$ cat src/rtl/lower_resp_pkg.sv
// Shared types and helpers for the lower_responder request/response path.
package lower_resp_pkg;

  typedef enum logic [1:0] {
    KIND_NONE = 2'b00,
    KIND_B    = 2'b01,
    KIND_A    = 2'b10,
    KIND_AB   = 2'b11
  } kind_t;

  localparam int unsigned LATENCY_MAX = 8;
  localparam int unsigned DEPTH_MAX   = 16;

  function automatic int unsigned clog2(input int unsigned value);
    int unsigned result;
    result = 0;
    for (int unsigned i = 0; i < 32; i++) begin
      if ((32'd1 << i) < value) result = i + 1;
    end
    return result;
  endfunction

endpackage

$ cat src/rtl/lower_resp_fifo.sv
// Synchronous-reset pointer FIFO; pointers carry a wrap bit to tell full from empty.
module lower_resp_fifo
  import lower_resp_pkg::*;
#(
  parameter int unsigned DEPTH = 4,
  parameter int unsigned WIDTH = 2
) (
  input  logic                     clk,
  input  logic                     rst_n,
  input  logic                     push,
  input  logic [WIDTH-1:0]         wdata,
  input  logic                     pop,
  output logic [WIDTH-1:0]         rdata,
  output logic                     full,
  output logic                     empty,
  output logic [clog2(DEPTH):0]    count
);

  localparam int unsigned AW = clog2(DEPTH);
  localparam logic [AW:0] PTR_ONE = {{AW{1'b0}}, 1'b1};

  logic [WIDTH-1:0] mem [DEPTH];
  logic [AW:0]      wr_ptr;
  logic [AW:0]      rd_ptr;
  logic             do_push;
  logic             do_pop;

  assign full  = (wr_ptr[AW] != rd_ptr[AW]) && (wr_ptr[AW-1:0] == rd_ptr[AW-1:0]);
  assign empty = (wr_ptr == rd_ptr);
  assign count = wr_ptr - rd_ptr;
  assign rdata = mem[rd_ptr[AW-1:0]];

  // A push into a full FIFO is accepted only when the head leaves in the same cycle.
  assign do_push = push && (!full || pop);
  assign do_pop  = pop && !empty;

  always_ff @(posedge clk) begin
    if (!rst_n) begin
      wr_ptr <= '0;
      rd_ptr <= '0;
    end else begin
      if (do_push) wr_ptr <= wr_ptr + PTR_ONE;
      if (do_pop)  rd_ptr <= rd_ptr + PTR_ONE;
    end
  end

  always_ff @(posedge clk) begin
    if (do_push) mem[wr_ptr[AW-1:0]] <= wdata;
  end

endmodule

$ cat src/rtl/lower_responder.sv
// Far-end responder: classifies requests, delays them LATENCY stages, queues and hands them out.
// Optional drop counter output enabled by LOWER_RESPONDER_DROPCNT_EN.
module lower_responder
  import lower_resp_pkg::*;
#(
  parameter int unsigned LATENCY = 2,
  parameter int unsigned DEPTH   = 4,
  parameter int unsigned CNT_W   = 3
) (
  input  logic             clk,
  input  logic             rst_n,
  input  logic             lower_ina,
  input  logic             lower_inb,
  output logic             lower_out,
  output logic [1:0]       resp_kind,
  input  logic             resp_ready,
  output logic [CNT_W-1:0] occupancy,
  output logic             busy,
  output logic             overflow,
  input  logic             clr_overflow
`ifdef LOWER_RESPONDER_DROPCNT_EN
  ,
  output logic [7:0]       drop_cnt
`endif
);

  kind_t            stage [LATENCY];
  logic             stage_busy;
  logic             push_req;
  logic             pop;
  logic             drop;
  logic             fifo_full;
  logic             fifo_empty;
  logic [1:0]       fifo_rdata;
  logic [CNT_W-1:0] fifo_count;

  // Kind 00 travels as a bubble, so stage validity is simply kind != NONE.
  always_ff @(posedge clk) begin
    if (!rst_n) begin
      for (int unsigned i = 0; i < LATENCY; i++) stage[i] <= KIND_NONE;
    end else begin
      stage[0] <= kind_t'({lower_ina, lower_inb});
      for (int unsigned i = 1; i < LATENCY; i++) stage[i] <= stage[i-1];
    end
  end

  assign push_req = (stage[LATENCY-1] != KIND_NONE);
  assign pop      = !fifo_empty && resp_ready;
  assign drop     = push_req && fifo_full && !pop;

  lower_resp_fifo #(
    .DEPTH (DEPTH),
    .WIDTH (2)
  ) u_fifo (
    .clk   (clk),
    .rst_n (rst_n),
    .push  (push_req),
    .wdata (stage[LATENCY-1]),
    .pop   (pop),
    .rdata (fifo_rdata),
    .full  (fifo_full),
    .empty (fifo_empty),
    .count (fifo_count)
  );

  always_comb begin
    stage_busy = 1'b0;
    for (int unsigned i = 0; i < LATENCY; i++) begin
      if (stage[i] != KIND_NONE) stage_busy = 1'b1;
    end
  end

  assign lower_out = !fifo_empty;
  assign resp_kind = fifo_empty ? KIND_NONE : fifo_rdata;
  assign occupancy = fifo_count;
  assign busy      = stage_busy || (fifo_count != '0);

  always_ff @(posedge clk) begin
    if (!rst_n)            overflow <= 1'b0;
    else if (drop)         overflow <= 1'b1;
    else if (clr_overflow) overflow <= 1'b0;
  end

`ifdef LOWER_RESPONDER_DROPCNT_EN
  // A drop in the clear cycle restarts the count at 1 rather than 0.
  always_ff @(posedge clk) begin
    if (!rst_n)                 drop_cnt <= '0;
    else if (drop) begin
      if (clr_overflow)         drop_cnt <= 8'd1;
      else if (drop_cnt != '1)  drop_cnt <= drop_cnt + 8'd1;
    end else if (clr_overflow)  drop_cnt <= '0;
  end
`endif

endmodule

$ cat config.mk
export PLATFORM = sky130hd
export DESIGN_NAME = lower_responder
export DESIGN_NICKNAME = d
export VERILOG_FILES = /design/src/rtl/lower_resp_pkg.sv /design/src/rtl/lower_resp_fifo.sv /design/src/rtl/lower_responder.sv
export SDC_FILE = /design/constraint.sdc
export NUM_CORES = 1
export LEC_CHECK = 0
export CORE_ASPECT_RATIO = 0.7
export CORE_MARGIN = 4
export CORE_UTILIZATION = 50
export DETAILED_ROUTE_END_ITERATION = 10
export PLACE_DENSITY_LB_ADDON = 0.15
export SLEW_MARGIN = 10
export SYNTH_ARGS = -nofsm -noshare
export SYNTH_HDL_FRONTEND = slang
export SYNTH_SLANG_ARGS = --single-unit
$ cat constraint.sdc
create_clock -name clk -period 2.8 [get_ports clk]
set_input_delay 0.56 -clock clk [delete_from_list [all_inputs] [get_ports clk]]
set_output_delay 0.56 -clock clk [all_outputs]
set_load 0.01 [all_outputs]
==> results.yml <==
outcome:
  outcome: "finished, final reports clean"
synth:
  synth_edf_count: 8
  synth_nets: 101
  netlist_instances: 87
  synth_cell_types: 24
  yosysWarnings: 0
  async_flop_share_pct: 0
  synth-seq-cells: 21
  avgSynthCellArea_sq_um: 11.3
  syn_area_sq_um: 987
  ys.flop_type: "dfxtp_1"
  seq_area_frac_synth_pct: 50.7
route:
  dr.pass1.iters: 4
  wl_per_cell_um: 13.2
  viasPerCell: 5.07
  wirelength_mm: 1.67
  drcViolationCount: 0
  drt_iter0_drc: 10
  detail-route-antenna-nets: 0
  route.vias.total: 644
power_and_ir_drop:
  p_per_area_nw_per_um2: 548
  p_leak_nw: 0.480
  vdd_drop_max_mv: 0.342
job:
  cap_violations: 0
cells_and_area:
  antenna_cells: 0
  drive_above_1_share_pct: 10.5
  fillers: 138
  syn2layout_area_growth_pct: 19.8
  layout.nets: 120
clock_tree:
  h-tree-depth: 1
  cts_made_buffers: 3
  clockRootBuffer: "clkbuf_4"
  cts_tree: "yes"
  cts.path.max_buffers: 2
  holdBufCountCts: 0
  ctsResizeCount: 3
  cts.sinks: 21
  path_clk_slew_ns: 0.11
  post-cts-setup-buffers: 0
  insertion_delay_ns: 0.30
worst_setup_path:
  worst-path-max-fanout: 4
  start_kind: "flop"
  endpoint_kind: "output port"
  cp-startpoint: "u_fifo.wr_ptr[0]"
  crit_type: "reg -> out"
  cp.required_ns: 2.24
  r2r_start: "u_fifo.rd_ptr[1]"
  arrival_ns: 2.11
grt:
  grt_max_degree: 19
  first_global_vias: 567
  grt_pass1_wl_mm: 2.63
  antenna_found_initial: 0
  grt_use_total_pct: 13.9
  grt-ovfl-total: 0
placed_design:
  numPortBuffers: 13
  preCtsSetupSlack_ns: 0.101
  gp_congestion: 0.723
  hpwl_mm: 1.35
timing:
  hold_viol_final: 0
  rsz0062_at_grt: "no"
  fin_setup_tns_ns: 0
  fin_crit_ns: 2.67
  tightest_slew_ns: 0.560
  fin_ws_ns: 0.129
  max-slew-margin-rel_pct: 62.5
  min_period_over_period_pct: 95.4
  fmax_mhz: 374
  whs_ns: 0.469
  maxSlewViolCount: 0
  setup_violations: 0
  fin_worst_skew_ns: 0.00763
floorplan:
  core.rowCount: 13
  die_x_um: 61.1
  io_pins: 14
  die_area_sq_um: 2760
  core_sq_um: 1870
  fp.dieH_um: 45.2
  start_util_pct: 52.8
worst_hold_path:
  hold_class: "reg -> reg"
  hp-start: "stage[0][1]"
==> placed cells by master (no fill, tap or decap), drive strengths merged <==
cell and instances:
inv 8, o21ai 1, nor2b 2, clkdlybuf4s50 12, buf 3, a21boi 1, o21a 1, and3b 1
or4 1, ha 7, fa 1, and2 7, nand2b 3, mux2i 6, a21oi 2, nor2 3
xor2 2, clkbuf 5, o211ai 3, nand4b 1, dfxtp 13, or3 1, nand2 11, edfxtp 8
mux4 2
==> path summary, 6_finish.rpt <==
kind	endpoint	slack (ns)	cells past startpoint
max	busy	0.13	6
min	stage[0][3]	0.47	1
max reg2reg	u_fifo.mem[0][1]	0.89	5
min reg2reg	stage[0][3]	0.47	1
==> critical path, cell delays in order, from the launching register on <==
cell and delay [ns]:
dfxtp_2 0.35, inv_1 0.08, ha_1 0.20, fa_1 0.48
inv_1 0.05, or4_1 0.51, clkbuf_2 0.14
==> cell type report <==
cell class / count / area [sq um] / share of cell area, %
flip-flops and latches: 21 / 502 / 42.4
multi-input cells: 56 / 449 / 38.0
repair buffers: 16 / 148 / 12.5
inverters: 8 / 30.0 / 2.54
well taps: 22 / 27.5 / 2.33
clock buffers: 4 / 26.3 / 2.22
==> cells by family after synthesis <==
logic type / share of synthesized area (%)
xor gates and xnor gates: 2.54
DFF: 50.7
buffers and inverters: 3.80
muxes: 10.6
adders and majority gates: 10.9
and+or+nand+nor: 16.1
AOI/OAI and AO/OA: 5.32
==> routing by layer <==
metal  up-vias  GRT usage, %  part of all wire [%]
li1        329             -                     -
met1       297          19.1                    50
met2        16          20.7                    44
met3         2          5.14                   5.3
met4         0          3.90                  0.60
met5         -             0                     0
==> power breakdown <==
part / total [mW] / internal (mW) / switching (mW)
Sequential: 0.343 / 0.331 / 0.0119
Combinational: 0.161 / 0.0872 / 0.0735
Clock: 0.143 / 0.0555 / 0.0879
Total: 0.647 / 0.474 / 0.173
==> registers in the layout, indices dropped and copies added, names as in the netlist, named ones only <==
name,count
overflow,1
stage,4
u_fifo.mem,8
u_fifo.wr_ptr,3
u_fifo.rd_ptr,3
==> cell usage after synthesis (2+ instances only) <==
cell | n | share of area (%)
a21oi_1 | 2 | 1.0
nor2_1 | 3 | 1.1
clkbuf_1 | 2 | 0.76
edfxtp_1 | 8 | 24
mux2i_1 | 6 | 6.1
nor2b_1 | 2 | 1.3
ha_1 | 7 | 8.9
dfxtp_1 | 13 | 26
nand2_1 | 11 | 4.2
mux4_2 | 2 | 4.6
nand2b_1 | 3 | 1.9
and2_1 | 7 | 4.4
o211ai_1 | 3 | 2.3
inv_1 | 8 | 3.0
==> metrics by stage <==
step	util (%)	instances	instance area (sq um)	total power [mW]
after floorplan	-	87	987	0.439
after global placement	62.0	123	1160	0.512
after detailed placement	62.0	123	1160	0.517
after CTS	63.5	127	1190	0.660
after global routing	63.2	127	1180	0.684
final	63.2	127	1180	0.647
(Power assumes the default switching activity.)
